## src/rtl/adder_seq_pkg.sv

```systemverilog
// Shared types and defaults for the adder measurement sequencer.
package adder_seq_pkg;

  typedef enum logic [2:0] {
    StIdle,
    StClear,
    StSettle,
    StRun,
    StCapture,
    StResult
  } seq_state_e;

  localparam int unsigned DefWidth   = 32;
  localparam int unsigned DefWinW    = 16;
  localparam int unsigned DefSettle  = 2;
  localparam int unsigned DefAvgLog2 = 2;
  localparam int unsigned SettleMin  = 1;

endpackage

```

## src/rtl/adder_seq_window_timer.sv

```systemverilog
// Loadable down-counter; done_o flags the last counted cycle of a loaded interval.
module adder_seq_window_timer #(
  parameter int unsigned CntW = 16
) (
  input  logic            clk_i,
  input  logic            rst_ni,
  input  logic            load_i,
  input  logic [CntW-1:0] value_i,
  input  logic            start_i,
  output logic            done_o
);

  logic [CntW-1:0] cnt_q, cnt_d;

  always_comb begin
    cnt_d = cnt_q;
    if (load_i) begin
      cnt_d = value_i;
    end else if (start_i && (cnt_q != '0)) begin
      cnt_d = cnt_q - CntW'(1);
    end
  end

  always_ff @(posedge clk_i or negedge rst_ni) begin
    if (!rst_ni) begin
      cnt_q <= '0;
    end else begin
      cnt_q <= cnt_d;
    end
  end

  assign done_o = start_i && (cnt_q == CntW'(1));

endmodule

```

## src/rtl/adder_measurement_sequencer.sv

```systemverilog
// Command-driven measurement sequencer for the instrumented adder.
// Optional multi-pass accumulation is enabled by defining ADDER_SEQ_AVG_EN.
module adder_measurement_sequencer
  import adder_seq_pkg::*;
#(
  parameter int unsigned WIDTH    = DefWidth,
  parameter int unsigned WIN_W    = DefWinW,
  parameter int unsigned SETTLE   = DefSettle,
  parameter int unsigned AVG_LOG2 = DefAvgLog2
) (
  input  logic             wb_clk_i,
  input  logic             wb_rst_ni,
  input  logic             cmd_valid,
  output logic             cmd_ready,
  input  logic [WIDTH-1:0] cmd_a,
  input  logic [WIDTH-1:0] cmd_b,
  input  logic [WIN_W-1:0] cmd_window,
  output logic [WIDTH-1:0] adder_a,
  output logic [WIDTH-1:0] adder_b,
  output logic             adder_run,
  output logic             adder_clear,
  input  logic [WIDTH-1:0] adder_count,
  input  logic [WIDTH-1:0] adder_sum,
  output logic             res_valid,
  input  logic             res_ready,
  output logic [WIDTH-1:0] res_count,
  output logic [WIDTH-1:0] res_sum,
  output logic             res_sum_ok,
  output logic             busy
);

`ifdef ADDER_SEQ_AVG_EN
  localparam int unsigned AvgEn = 1;
`else
  localparam int unsigned AvgEn = 0;
`endif
  localparam int unsigned PassW     = AVG_LOG2 * AvgEn + 1;
  localparam int unsigned Passes    = 1 << (AVG_LOG2 * AvgEn);
  localparam int unsigned SettleEff = (SETTLE < SettleMin) ? SettleMin : SETTLE;

  seq_state_e state_q, state_d;

  logic [WIDTH-1:0] a_q, a_d, b_q, b_d;
  logic [WIN_W-1:0] win_q, win_d;
  logic [WIDTH-1:0] res_count_q, res_count_d, res_sum_q, res_sum_d;
  logic             res_sum_ok_q, res_sum_ok_d;
  logic [PassW-1:0] pass_q, pass_d;

  logic             accept, last_pass, sum_match;
  logic [WIDTH-1:0] exp_sum;
  logic             tmr_load, tmr_start, tmr_done;
  logic [WIN_W-1:0] tmr_value;

  assign accept    = cmd_valid && (state_q == StIdle);
  assign last_pass = (pass_q == PassW'(Passes - 1));
  // Carry-out dropped: the reference is the sum modulo 2^WIDTH.
  assign exp_sum   = a_q + b_q;
  assign sum_match = (adder_sum == exp_sum);

  adder_seq_window_timer #(
    .CntW(WIN_W)
  ) u_timer (
    .clk_i  (wb_clk_i),
    .rst_ni (wb_rst_ni),
    .load_i (tmr_load),
    .value_i(tmr_value),
    .start_i(tmr_start),
    .done_o (tmr_done)
  );

  always_comb begin
    state_d     = state_q;
    tmr_load    = 1'b0;
    tmr_start   = 1'b0;
    tmr_value   = '0;
    cmd_ready   = 1'b0;
    adder_clear = 1'b0;
    adder_run   = 1'b0;
    res_valid   = 1'b0;
    unique case (state_q)
      StIdle: begin
        cmd_ready = 1'b1;
        if (cmd_valid) state_d = StClear;
      end
      StClear: begin
        adder_clear = 1'b1;
        tmr_load    = 1'b1;
        tmr_value   = WIN_W'(SettleEff);
        state_d     = StSettle;
      end
      StSettle: begin
        tmr_start = 1'b1;
        if (tmr_done) begin
          tmr_load  = 1'b1;
          tmr_value = win_q;
          state_d   = StRun;
        end
      end
      StRun: begin
        adder_run = 1'b1;
        tmr_start = 1'b1;
        if (tmr_done) state_d = StCapture;
      end
      StCapture: begin
        // Further passes restart at CLEAR with no idle cycle in between.
        state_d = last_pass ? StResult : StClear;
      end
      StResult: begin
        res_valid = 1'b1;
        if (res_ready) state_d = StIdle;
      end
      default: state_d = StIdle;
    endcase
  end

`ifdef ADDER_SEQ_AVG_EN
  logic [WIDTH:0]   acc_wide;
  logic [WIDTH-1:0] acc_sat;
  assign acc_wide = {1'b0, res_count_q} + {1'b0, adder_count};
  assign acc_sat  = acc_wide[WIDTH] ? '1 : acc_wide[WIDTH-1:0];
`endif

  always_comb begin
    a_d          = a_q;
    b_d          = b_q;
    win_d        = win_q;
    res_count_d  = res_count_q;
    res_sum_d    = res_sum_q;
    res_sum_ok_d = res_sum_ok_q;
    pass_d       = pass_q;
    if (accept) begin
      a_d    = cmd_a;
      b_d    = cmd_b;
      win_d  = (cmd_window == '0) ? WIN_W'(1) : cmd_window;
      pass_d = '0;
`ifdef ADDER_SEQ_AVG_EN
      res_count_d  = '0;
      res_sum_ok_d = 1'b1;
`endif
    end
    if (state_q == StCapture) begin
      res_sum_d = adder_sum;
      pass_d    = pass_q + PassW'(1);
`ifdef ADDER_SEQ_AVG_EN
      res_count_d  = acc_sat;
      res_sum_ok_d = res_sum_ok_q & sum_match;
`else
      res_count_d  = adder_count;
      res_sum_ok_d = sum_match;
`endif
    end
  end

  always_ff @(posedge wb_clk_i or negedge wb_rst_ni) begin
    if (!wb_rst_ni) begin
      state_q      <= StIdle;
      a_q          <= '0;
      b_q          <= '0;
      win_q        <= '0;
      res_count_q  <= '0;
      res_sum_q    <= '0;
      res_sum_ok_q <= 1'b0;
      pass_q       <= '0;
    end else begin
      state_q      <= state_d;
      a_q          <= a_d;
      b_q          <= b_d;
      win_q        <= win_d;
      res_count_q  <= res_count_d;
      res_sum_q    <= res_sum_d;
      res_sum_ok_q <= res_sum_ok_d;
      pass_q       <= pass_d;
    end
  end

  assign adder_a    = a_q;
  assign adder_b    = b_q;
  assign res_count  = res_count_q;
  assign res_sum    = res_sum_q;
  assign res_sum_ok = res_sum_ok_q;
  assign busy       = (state_q != StIdle);

endmodule
```

## config.mk

```make
export PLATFORM = sky130hd
export DESIGN_NAME = adder_measurement_sequencer
export DESIGN_NICKNAME = d
export VERILOG_FILES = /design/src/rtl/adder_seq_pkg.sv /design/src/rtl/adder_seq_window_timer.sv /design/src/rtl/adder_measurement_sequencer.sv
export SDC_FILE = /design/constraint.sdc
export NUM_CORES = 1
export LEC_CHECK = 0
export BUFFER_PORTS_ARGS = -buffer_cell sky130_fd_sc_hd__buf_4
export CAP_MARGIN = 20
export CORE_AREA = 2 2 110 155
export CTS_CLUSTER_DIAMETER = 60
export DETAILED_ROUTE_END_ITERATION = 8
export DIE_AREA = 0 0 112 157
export GPL_ROUTABILITY_DRIVEN = 0
export PLACE_DENSITY = 0.88
export SLEW_MARGIN = 20
export SYNTH_ARGS = -nofsm -noshare
export SYNTH_HDL_FRONTEND = slang
export SYNTH_SLANG_ARGS = --single-unit
```

## constraint.sdc

```tcl
create_clock -name wb_clk_i -period 4.4 [get_ports wb_clk_i]
set_input_delay 0.88 -clock wb_clk_i [delete_from_list [all_inputs] [get_ports wb_clk_i]]
set_output_delay 0.88 -clock wb_clk_i [all_outputs]
set_load 0.02 [all_outputs]
```

**Word level (Yosys, flattened, before mapping)**

Cells that the tools add are included.

- Memory bits (read-only): 0
- RAM bits: 0
- Output and inout port bits: 134
- Memories: 0
- Logic and storage cells: 54
- Register bits: 165
- Latch bits: 0

- Multipliers: 0
- Div/mod/pow operators: 0
- $lt $le $gt $ge: 0
- Multiplexer cells: 20
- $add $sub $neg: 3
- Shift-type cells: 0
- Equal/unequal tests: 11
- Reductions and logical operators: 11
- Bitwise logic cells: 0

Operator list:

| kind | number |
|---|---|
| $mux 16 | 4 |
| $add 32x32->32 | 1 |
| $eq 32x32->1 | 1 |
| $pmux 16 s2 | 1 |
| $pmux 3 s6 | 1 |
| $eq 16x1->1 const B | 1 |
| $logic_not 16->1 | 1 |
| $reduce_bool 16->1 | 1 |
| $sub 16x1->16 const B | 1 |
| $mux 3 | 5 |
| $mux 1 | 8 |
| $ne 2x2->1 const B | 4 |
| $eq 3x2->1 const B | 2 |
| $eq 3x3->1 const B | 2 |
| $reduce_and 4->1 | 1 |
| $reduce_bool 2->1 | 2 |
| $eq 3x1->1 const B | 1 |
| $logic_and 1x1->1 | 3 |
| $logic_not 3->1 | 1 |
| $reduce_bool 3->1 | 1 |
| $pmux 1 s2 | 1 |
| $reduce_or 2->1 | 1 |
| $add 1x1->1 const B | 1 |

**Logic depth before layout (Yosys ltp)**

Gate-level depths: netlist of the first run.

- Depth in word-level cells: 7
- Depth in mapped cells: 11

**Modules after synthesis**

From an unflattened synthesis of the first run, not the netlist that was laid out.

- Cells, all modules: 999
- Area, all modules: 9,460.3 um2

By module, submodules not included:

| module | sequential area each (um2) | instances | cells each | area an instance (um2) |
|---|---|---|---|---|
| adder_measurement_sequencer | 3,728.6 | 1 | 873 | 8,386.8 |
| adder_seq_window_timer | 400.4 | 1 | 126 | 1,073.5 |

**Worst setup path after synthesis of the first run**

OpenSTA, ideal clock, no wires.

- Path kind: reg-to-reg
- Start point: register a_q[0], in the netlist adder_a[0]
- End point: register res_sum_ok_q, in the netlist res_sum_ok
- Slack: 1.589 ns
- Cell stages (with the launch flop): 12
- Arrival time: 2.732 ns
- Period minus slack after synthesis: 2.811 ns
- Buffers on the path: 0
- Cells stage by stage: dfrtp_1 > ha_1 > fa_1 > a211oi_2 > o32ai_2 > a21oi_2 > nor4_1 > nor4_1 > o2111ai_1 > nor4_4 > nand4b_1 > o21ai_1

- Longest elaborated chain between the ends: 2

Ends and longest elaborated chain:

| what | line | source |
|---|---|---|
| from (decl) | adder_measurement_sequencer.sv:43 | `logic [WIDTH-1:0] a_q, a_d, b_q, b_d;` |
| from (signal assigned) | adder_measurement_sequencer.sv:157 | `a_q <= '0;` |
| from (signal assigned) | adder_measurement_sequencer.sv:166 | `a_q <= a_d;` |
| $add 32x32->32 | adder_measurement_sequencer.sv:57 | `assign exp_sum = a_q + b_q;` |
| $eq 32x32->1 | adder_measurement_sequencer.sv:58 | `assign sum_match = (adder_sum == exp_sum);` |
| to (signal assigned) | adder_measurement_sequencer.sv:171 | `res_sum_ok_q <= res_sum_ok_d;` |
| to (decl) | adder_measurement_sequencer.sv:46 | `logic res_sum_ok_q, res_sum_ok_d;` |

No other way between the ends.
A chain may end at the register's enable or synchronous reset.

**Worst setup path in the final report of the first run**

Same ends and word-level chain as after synthesis.

==> results of run 1 <==
## routing by layer
layer | global-route usage | share of wire
met1 | 0.325 | 0.35
met2 | 0.532 | 0.53
met3 | 0.0759 | 0.073
met4 | 0.135 | 0.040
met5 | 0 | 0
## logic make-up (layout without fill, tap and decap cells)
logic type	Yosys count	after routing
buf+inv	46	331
xor+xnor	58	58
mux	149	149
simple gates	175	175
compound gates	152	152
fa+ha+maj	34	34
flops	165	165
## metrics by stage
| stage | total power, W | hold slack (ns) | setup WS [ns] | area, sq um |
|---|---|---|---|---|
| final | 0.00341 | 0.300 | 1.38 | 11900 |
| after global routing | 0.00351 | 0.307 | 1.20 | 11900 |
| after floorplan | 0.00158 | 0.445 | 1.59 | 8930 |
| after detailed placement | 0.00174 | 0.480 | 1.42 | 11200 |
| after global placement | 0.00173 | 0.465 | 1.49 | 11200 |
| after CTS | 0.00342 | 0.496 | 1.40 | 11800 |
## cells in the mapped netlist, types with 6 or more instances
cell type / n / area share
o21a_1: 6 / 0.0050
xor2_1: 27 / 0.026
inv_1: 12 / 0.0050
clkbuf_1: 17 / 0.0071
nor3_1: 12 / 0.0067
nor4_1: 9 / 0.0063
buf_2: 15 / 0.0084
dfrtp_1: 165 / 0.46
a21o_1: 11 / 0.0092
o21ai_0: 24 / 0.013
a22o_1: 7 / 0.0069
nand4_1: 12 / 0.0084
ha_1: 33 / 0.046
nor2_1: 44 / 0.018
o31ai_1: 6 / 0.0050
nand2_1: 43 / 0.018
a21oi_1: 40 / 0.022
mux2_2: 143 / 0.18
nand3_1: 12 / 0.0067
o21bai_1: 7 / 0.0059
xnor2_1: 31 / 0.030
## how the worst min path moves through the flow
stage / end / depth (start not counted)
final: win_q[8] / 1
after CTS: u_timer.cnt_q[1] / 1
after detailed placement: u_timer.cnt_q[1] / 1
after global placement: u_timer.cnt_q[4] / 2
after global routing: win_q[8] / 1
after floorplan: u_timer.cnt_q[3] / 1
## worst reg2reg max path, cell delays in order, from the launching register on
cell and delay, ns:
dfrtp_1 0.40, ha_1 0.25, fa_1 0.43, a211oi_2 0.34, o32ai_2 0.16, a21oi_2 0.29
nor4_1 0.09, nor4_1 0.28, o2111ai_1 0.20, nor4_4 0.29, nand4b_1 0.13, o21ai_1 0.08
## final cells by class
type | instances | area, sq um | share of cell area
Clock buffer | 17 | 425 | 0.0358
Clock inverter | 14 | 235 | 0.0198
Inverter | 13 | 48.8 | 0.00410
Multi-Input combinational cell | 568 | 4610 | 0.388
Sequential cell | 165 | 4130 | 0.347
Tap cell | 199 | 249 | 0.0209
Timing Repair Buffer | 287 | 2200 | 0.185
## power breakdown
group | switching (W) | internal, W | total, W
combinational | 0.0000861 | 0.000108 | 0.000194
sequential | 0 | 0.00152 | 0.00152
clock | 0.000675 | 0.00103 | 0.00170
## sequential cells by signal, summed over array words and instances (netlist names)
| name | flops |
|---|---|
| adder_b | 32 |
| res_count | 32 |
| state_q | 3 |
| adder_a | 32 |
| u_timer.cnt_q | 16 |
| res_sum_ok | 1 |
| res_sum | 32 |
| win_q | 16 |
| pass_q | 1 |
## layout by cell type, fill, tap and decap left out, types with 3 or more instances in the layout
master     count
ha_1          33
inv_1         12
nor4_1         9
a22oi_1        4
inv_8          4
xnor2_1       31
o21ai_0       24
nor3b_1        5
o22ai_1        3
mux2i_1        4
xor2_1        27
o31ai_1        6
a21oi_1       40
nor2b_1        5
nor2_1        44
nor3_2         3
o21ai_1        5
nand3b_1       5
mux2_2       143
nand4_1       12
bufinv_16      5
nand2b_1       4
buf_4        284
inv_6          3
dfrtp_1      165
o211ai_1       5
o2111ai_1      5
a21oi_2        3
clkbuf_16     17
nand2_1       43
a21boi_0       3
o21a_1         6
nand3_1       12
a22o_1         7
a21o_1        11
a211oi_1       3
nor3_1        12
o21bai_1       7
==> impl_metrics.csv, run 1 <==
group,metric,value,unit
final_layout,nFillCells,1131,
timing,fin_crit_sh,0.687,
drt,routed_wl,25800,um
setup_path,critical_path_required,4.76,ns
timing,setup_tns,0,ns
synthesis,ys_seq_area_frac,0.462,
timing,fmax,0.331,GHz
synthesis,synth_xor_area_frac,0.0569,
setup_path,crit_arrival,3.38,ns
clock_tree,clockBufferDepth,2,
floorplan,die_w,112,um
setup_path,cp-startpoint,"adder_a[0]",
setup_path,crit_path_start_kind,"register",
setup_path,worst-path-max-fanout,6,
timing,clock_skew,0.0103,ns
drt,vias_per_cell,5.94,
clock_tree,cts_resized,0,
final_layout,nets,1234,
clock_tree,hold_buffers,0,
final_layout,finish.utilization,0.739,
synthesis,synth_top_family_by_area,"multiplexers",
hold_path,hold_class,"input port to async pin",
floorplan,row_count,55,
synthesis,yosys_warnings,0,
setup_path,crit_path_end,"res_sum_ok",
timing,rsz0062_at_grt,"no",
floorplan,dieArea,17600,sq um
setup_path,r2r-start,"adder_a[0]",
clock_tree,cts_setup_buffers,0,
placement,dp_hpwl,19000,um
setup_path,path_common_cell,"nor4_1",
drt,wl_per_cell,20.4,um
clock_tree,cts_tree,"built",
final_layout,final-instance-count-excl-fill,1263,
final_layout,synthToLayoutAreaGrowth,33.2,%
placement,portBuffers,281,
synthesis,synth_edf_count,0,
run,maxCapViolations,0,
drt,via_count,7501,
drt,first_pass_iters,5,
setup_path,cp_num_buf_inv,0,
drt,drc,0,
setup_path,cp_slowest_cell,"fa_1",
global_routing,grt_pass1_wl,40800,um
final_layout,num_antenna_cells,0,
clock_tree,cts-root-buf,"clkbuf_16",
timing,setup_viol,0,
setup_path,crit_cells,11,
timing,max-slew-margin-rel,0.378,
setup_path,crit_path_end_kind,"register",
setup_path,ff2ff_setup_slack,1.38,ns
global_routing,gr-total-overflow,0,
setup_path,slowest_delay,0.43,ns
timing,tightest_slew,0.933,ns
placement,place_inst,1230,
global_routing,first_global_vias,7875,
status,status,"complete, no violations",
setup_path,worstSetupPathType,"register to register",
synthesis,synthSimpleGateAreaFrac,0.106,
synthesis,syn-num-nets,961,
pwr,ir_worst_vdd,303,uV
drt,dr.first_iter.drc_count,402,
synthesis,async_flop_share,1.00,
setup_path,crit_family,"compound AO/OA/AOI/OAI gates",
setup_path,cp_cell_sequence,"ha_1, fa_1, a211oi_2, o32ai_2, a21oi_2, nor4_1, nor4_1, o2111ai_1, nor4_4, nand4b_1, o21ai_1",
floorplan,core_area,16100,sq um
pwr,p_leak,6.19,nW
synthesis,syn_inst,779,
clock_tree,clock_latency,0.44,ns
timing,hold_viol,0,
final_layout,layout-drive-gt1-share,0.457,
setup_path,timing.rr.end,"res_sum_ok",
synthesis,synth-compound-area-share,0.117,
synthesis,synth_mux_area_frac,0.188,
synthesis,yosysUniqueCellTypes,73,
global_routing,antenna_found_initial,1,
setup_path,rr_worst_depth,11,
clock_tree,clock-sinks,165,
drt,final_antenna_net_count,0,
synthesis,synthAdderAreaFrac,0.0485,
global_routing,grt_max_degree,108,
floorplan,die_h,157,um
global_routing,grtUsageTotal,0.294,
clock_tree,htree_levels,4,
floorplan,ios,282,
synthesis,avgSynthCellArea,11.5,sq um
pwr,power.density,287,nW/um^2
synthesis,synthesis.area,8930,sq um
floorplan,initial_core_util,0.555,
timing,min_period,3.02,ns
synthesis,synth_ff_type,"dfrtp_1",
timing,drv_slew,0,
clock_tree,cts_buffers,17,
clock_tree,clk_pin_slew,0.07,ns
synthesis,synth_seq_cells,165,
No activity file was read; power rests on OpenSTA's default activity.
==> run 2, diff against run 1 <==
--- a/config.mk
+++ b/config.mk
@@ -5,14 +5,15 @@
 export SDC_FILE = /design/constraint.sdc
 export NUM_CORES = 1
 export LEC_CHECK = 0
+export ABC_AREA = 1
 export BUFFER_PORTS_ARGS = -buffer_cell sky130_fd_sc_hd__buf_4
 export CAP_MARGIN = 20
-export CORE_AREA = 2 2 110 155
+export CORE_AREA = 2 2 118 166
 export CTS_CLUSTER_DIAMETER = 60
 export DETAILED_ROUTE_END_ITERATION = 8
-export DIE_AREA = 0 0 112 157
+export DIE_AREA = 0 0 120 168
 export GPL_ROUTABILITY_DRIVEN = 0
-export PLACE_DENSITY = 0.88
+export PLACE_DENSITY = 0.83
 export SLEW_MARGIN = 20
 export SYNTH_ARGS = -nofsm -noshare
 export SYNTH_HDL_FRONTEND = slang
==> constraint.sdc (replaced) <==
create_clock -name wb_clk_i -period 3.1 [get_ports wb_clk_i]
set_input_delay 0.62 -clock wb_clk_i [delete_from_list [all_inputs] [get_ports wb_clk_i]]
set_output_delay 0.62 -clock wb_clk_i [all_outputs]
set_load 0.02 [all_outputs]
==> impl_metrics.csv, run 2 <==
group,metric,value,unit
status,status,"complete, no violations",
synthesis,synth.largest_area_cell,"dfrtp_1",
setup_path,crit_path_start_kind,"register",
final_layout,layout-drive-gt1-share,0.254,
synthesis,async_flop_share,1.00,
floorplan,die_w,120,um
clock_tree,clock_latency,0.43,ns
synthesis,synthTopCellsByCount,"nand2_1, dfrtp_1, inv_1, nor2_1, nand3_1",
final_layout,final-instance-count-excl-fill,1841,
clock_tree,cts_setup_buffers,0,
final_layout,seqCellArea,4130,sq um
setup_path,ff2ff_setup_slack,0.66,ns
floorplan,ios,282,
global_routing,first_global_vias,9062,
global_routing,grtUsageTotal,0.272,
synthesis,synthTopCellsByArea,"dfrtp_1, nand2_1, inv_1, mux2_2, ha_1",
timing,hold_viol,0,
clock_tree,clock-sinks,165,
floorplan,die_h,168,um
clock_tree,cts-root-buf,"clkbuf_16",
timing,min_period,2.44,ns
clock_tree,hold_buffers,0,
timing,setup_tns,0,ns
placement,pre_cts_slack,0.681,ns
synthesis,yosys_warnings,0,
synthesis,yosysUniqueCellTypes,45,
clock_tree,cts_buffers,17,
pwr,p_seq_frac,0.264,
global_routing,grt.busiest_layer,"met2",
floorplan,core_area,18800,sq um
drt,via_count,9356,
timing,tightest_slew,0.531,ns
global_routing,grtUsageMet1,0.313,
hold_path,hold_class,"input port to async pin",
synthesis,synth_top_area_frac,0.426,
placement,dpl_cell_area,12100,sq um
clock_tree,clockBufferDepth,2,
timing,rsz0062_at_grt,"no",
global_routing,gr-total-overflow,0,
pwr,p_sw,0.00709,W
timing,max-slew-margin-rel,0.646,
pwr,clkPwrFrac,0.148,
global_routing,grt_use_met3,0.0454,
timing,setup_viol,0,
global_routing,grt_max_degree,94,
synthesis,avgSynthCellArea,7.45,sq um
synthesis,syn-num-nets,1483,
final_layout,final_area,12700,sq um
drt,routed_wl,27400,um
floorplan,row_count,60,
final_layout,layout_commonest_cell,"nand2_1",
drt,drc,0,
synthesis,synth.most_common_cell,"nand2_1",
clock_tree,cts_tree,"built",
setup_path,crit_path_end_kind,"register",
pwr,power.density,1180,nW/um^2
floorplan,initial_core_util,0.515,
pwr,power.share.combinational,0.589,
setup_path,worst-path-max-fanout,4,
timing,drv_slew,0,
timing,fin_crit_sh,0.788,
final_layout,multi_input_area,4780,sq um
clock_tree,cts_resized,0,
drt,vias_per_cell,5.08,
drt,dr.first_iter.drc_count,597,
drt,first_pass_iters,5,
synthesis,synth_ff_type,"dfrtp_1",
pwr,p_leak,7.09,nW
synthesis,synth_seq_cells,165,
run,maxCapViolations,0,
drt,wl_per_cell,14.9,um
pwr,p_int,0.00794,W
final_layout,nets,1761,
final_layout,synthToLayoutAreaGrowth,31.0,%
synthesis,syn_inst,1301,
floorplan,dieArea,20200,sq um
setup_path,critical_path_required,3.46,ns
final_layout,layout_common_cells,"nand2_1, buf_4, dfrtp_1",
placement,dp_hpwl,21300,um
pwr,power_switching_share,0.472,
placement,place_inst,1808,
clock_tree,htree_levels,4,
clock_tree,clk_pin_slew,0.07,ns
drt,final_antenna_net_count,0,
pwr,ir_worst_vdd,577,uV
global_routing,grtUsageMet2,0.491,
synthesis,ys_seq_area_frac,0.426,
timing,fmax,0.409,GHz
timing,clock_skew,0.0118,ns
timing,worst_slack,0.656,ns
synthesis,synthesis.area,9700,sq um
placement,portBuffers,281,
pwr,total_power,0.0150,W
global_routing,grt_pass1_wl,43800,um
final_layout,nFillCells,1621,
synthesis,synth_edf_count,0,
global_routing,antenna_found_initial,1,
setup_path,worstSetupPathType,"register to register",
setup_path,crit_arrival,2.80,ns
[run 2: cell count changes in the layout (fill, tap and decap cells not counted), sizes merged, moves of 21 or more]
| cell | delta |
|---|---|
| nand3 | +46 |
| mux2 | -97 |
| nor2 | +40 |
| nand2 | +505 |
| xnor2 | -21 |
| inv | +159 |
| o21ai | +25 |
[run 2: cells by family after synthesis]
family          Yosys count  synth area share
compound gates           97            0.0554
xor+xnor                 27            0.0275
fa+ha+maj                34            0.0446
buf+inv                 203            0.0823
flops                   165             0.426
mux                      48            0.0557
simple gates            727             0.309
[run 2: worst max-delay path: stages, from the launching register on]
cell and delay (ns):
dfrtp_1 0.40, ha_1 0.24, fa_1 0.45, nand3_1 0.13, nand3_1 0.11, nand3_1 0.09
nand3b_1 0.15, nand2_1 0.12, nand2_1 0.05, nand2_1 0.08, nand2_1 0.07, nand2_1 0.06
nand2_1 0.05, nor2_1 0.09, nand3_1 0.07, nor2_1 0.10, nand2_1 0.06, nand2_1 0.05
[run 2: through the flow]
step / hold WS (ns) / util
2_1_floorplan: 0.324 / -
3_3_place_gp: 0.467 / 0.641
3_5_place_dp: 0.469 / 0.641
4_1_cts: 0.208 / 0.674
5_1_grt: 0.229 / 0.674
6_report: 0.190 / 0.674
[run 2: cell type report]
type | instances | area share
Clock buffer | 17 | 0.0335
Inverter | 174 | 0.0518
Multi-Input combinational cell | 933 | 0.377
Tap cell | 248 | 0.0244
Sequential cell | 165 | 0.325
Antenna cell | 1 | 0.000197
Timing Repair Buffer | 288 | 0.173
Clock inverter | 15 | 0.0152
[run 2: worst paths after layout]
path	start	endpoint	cells after the start
max	adder_a[0]	res_sum_ok	17
min	wb_rst_ni	res_count[29]	2
max reg2reg	adder_a[0]	res_sum_ok	17
min reg2reg	u_timer.cnt_q[1]	u_timer.cnt_q[1]	2
max in group asynchronous	wb_rst_ni	u_timer.cnt_q[0]	2
min in group wb_clk_i	cmd_a[22]	adder_a[22]	3
[run 2: power groups by stage]
stage	registers [W]	clock network, W	logic, W
floorplan	0.00486	0	0.00491
global placement	0.00392	0	0.00859
detailed placement	0.00398	0	0.00878
CTS	0.00396	0.00225	0.00883
global route	0.00409	0.00234	0.00975
finish	0.00396	0.00222	0.00885
[run 2: routing by layer]
layer  routed length, um  up-vias
met5                   0        -
met4                1140        0
met3                1370       72
met2               14200      322
met1               10700     4339
li1                    -     4623
==> run 3, diff against run 2 <==
--- a/config.mk
+++ b/config.mk
@@ -5,13 +5,13 @@
 export SDC_FILE = /design/constraint.sdc
 export NUM_CORES = 1
 export LEC_CHECK = 0
-export ABC_AREA = 1
+export ABC_AREA = 0
 export BUFFER_PORTS_ARGS = -buffer_cell sky130_fd_sc_hd__buf_4
 export CAP_MARGIN = 20
-export CORE_AREA = 2 2 118 166
+export CORE_AREA = 2 2 114 161
 export CTS_CLUSTER_DIAMETER = 60
 export DETAILED_ROUTE_END_ITERATION = 8
-export DIE_AREA = 0 0 120 168
+export DIE_AREA = 0 0 116 163
 export GPL_ROUTABILITY_DRIVEN = 0
 export PLACE_DENSITY = 0.83
 export SLEW_MARGIN = 20
==> constraint.sdc (replaced) <==
create_clock -name wb_clk_i -period 2.55 [get_ports wb_clk_i]
set_input_delay 0.51 -clock wb_clk_i [delete_from_list [all_inputs] [get_ports wb_clk_i]]
set_output_delay 0.51 -clock wb_clk_i [all_outputs]
set_load 0.02 [all_outputs]
==> impl_metrics.csv, run 3 (synthesis gave the netlist of run 1 again) <==
group,metric,value,unit
floorplan,core_area,17600,sq um
global_routing,gr-total-overflow,0,
timing,tightest_slew,0.617,ns
clock_tree,cts_buffers,17,
clock_tree,clk_pin_slew,0.08,ns
final_layout,final_area,12500,sq um
global_routing,grt_pass1_wl,39600,um
floorplan,initial_core_util,0.509,
global_routing,grt_max_degree,80,
global_routing,grtUsageTotal,0.269,
final_layout,nets,1294,
clock_tree,cts_tree,"built",
floorplan,die_h,163,um
clock_tree,cts-root-buf,"clkbuf_16",
status,status,"finished with violations",
pwr,total_power,0.00555,W
placement,pre_cts_slack,-0.179,ns
setup_path,crit_path_end_kind,"register",
clock_tree,clock_latency,0.44,ns
floorplan,row_count,58,
timing,min_period,2.70,ns
pwr,p_leak,6.48,nW
drt,routed_wl,24900,um
timing,setup_viol,1,
final_layout,layout_commonest_cell,"buf_4",
timing,max-slew-margin-rel,0.585,
setup_path,crit_arrival,3.07,ns
drt,first_pass_iters,5,
timing,drv_slew,0,
drt,drc,0,
placement,portBuffers,281,
timing,worst_slack,-0.149,ns
timing,fmax,0.371,GHz
drt,wl_per_cell,18.2,um
floorplan,dieArea,18900,sq um
global_routing,first_global_vias,8007,
clock_tree,clock-sinks,165,
placement,dp_hpwl,19200,um
setup_path,crit_path_start_kind,"register",
status,failed_checks,"negative setup slack",
setup_path,worst-path-max-fanout,3,
timing,clock_skew,0.00806,ns
final_layout,synthToLayoutAreaGrowth,39.6,%
timing,hold_viol,0,
final_layout,num_antenna_cells,0,
floorplan,ios,282,
final_layout,seqCellArea,4130,sq um
pwr,power.density,445,nW/um^2
timing,fin_crit_sh,1.06,
clock_tree,clockBufferDepth,2,
final_layout,layout_common_cells,"buf_4, dfrtp_1, mux2_2",
timing,setup_tns,-0.149,ns
run,maxCapViolations,0,
global_routing,antenna_found_initial,0,
timing,rsz0062_at_grt,"yes",
clock_tree,htree_levels,4,
setup_path,worstSetupPathType,"register to register",
drt,via_count,7519,
floorplan,die_w,116,um
final_layout,layout-drive-gt1-share,0.500,
final_layout,multi_input_area,4710,sq um
pwr,ir_worst_vdd,576,uV
clock_tree,hold_buffers,0,
placement,dpl_cell_area,11800,sq um
hold_path,hold_class,"input port to async pin",
setup_path,critical_path_required,2.92,ns
drt,final_antenna_net_count,0,
drt,dr.first_iter.drc_count,298,
final_layout,nFillCells,1267,
drt,vias_per_cell,5.51,
run 3: power by group:
group	switching (W)	leakage [nW]	total (W)	internal (W)
Combinational	0.000152	3.90	0.000344	0.000192
Clock	0.00127	0.295	0.00259	0.00133
Sequential	0	2.28	0.00261	0.00261
run 3: stage by stage:
step | cells | util | hold slack, ns
2_1_floorplan | 779 | - | 0.214
3_3_place_gp | 1331 | 0.671 | 0.461
3_5_place_dp | 1331 | 0.671 | 0.467
4_1_cts | 1365 | 0.707 | 0.0161
5_1_grt | 1365 | 0.710 | 0.0245
6_report | 1365 | 0.710 | 0.00400
run 3: final timing paths:
kind	slack [ns]	start	depth (start not counted)	to
setup / recovery	-0.15	adder_a[1]	10	res_sum_ok
hold / removal	0.004	wb_rst_ni	1	res_count[23]
setup reg to reg	-0.15	adder_a[1]	10	res_sum_ok
hold reg to reg	0.49	win_q[2]	2	u_timer.cnt_q[2]
max in group asynchronous	1.76	wb_rst_ni	2	adder_a[0]
min in group wb_clk_i	0.30	adder_count[13]	2	res_count[13]
run 3: final cells by class:
| class | instances | area share |
|---|---|---|
| Multi-Input combinational cell | 568 | 0.378 |
| Timing Repair Buffer | 347 | 0.214 |
| Clock inverter | 15 | 0.0144 |
| Inverter | 13 | 0.00391 |
| Tap cell | 240 | 0.0241 |
| Sequential cell | 165 | 0.331 |
| Clock buffer | 17 | 0.0341 |
run 3: metal layers:
metal / GRT usage / share of wire / vias to the layer above
li1: - / - / 3516
met1: 0.304 / 0.36 / 3635
met5: 0 / 0 / -
met2: 0.472 / 0.53 / 288
met4: 0.124 / 0.039 / 0
met3: 0.0659 / 0.066 / 80
run 3: critical path, cell delays in order (launching register included):
cell and delay [ns]:
dfrtp_1 0.43, ha_1 0.33, a211oi_1 0.33, nor3_2 0.13, nor4b_2 0.42, o31ai_1 0.20
o22ai_1 0.25, mux2i_1 0.14, a211oi_2 0.22, nand4b_1 0.12, o21ai_1 0.08
run 3: what timing repair did:
| item | CTS | global route |
|---|---|---|
| setup buffers | 2 | 0 |
| endpoints found under the setup margin | 1 | 1 |
| gates resized for setup | 1 | 12 |
| pin swaps | 5 | 4 |
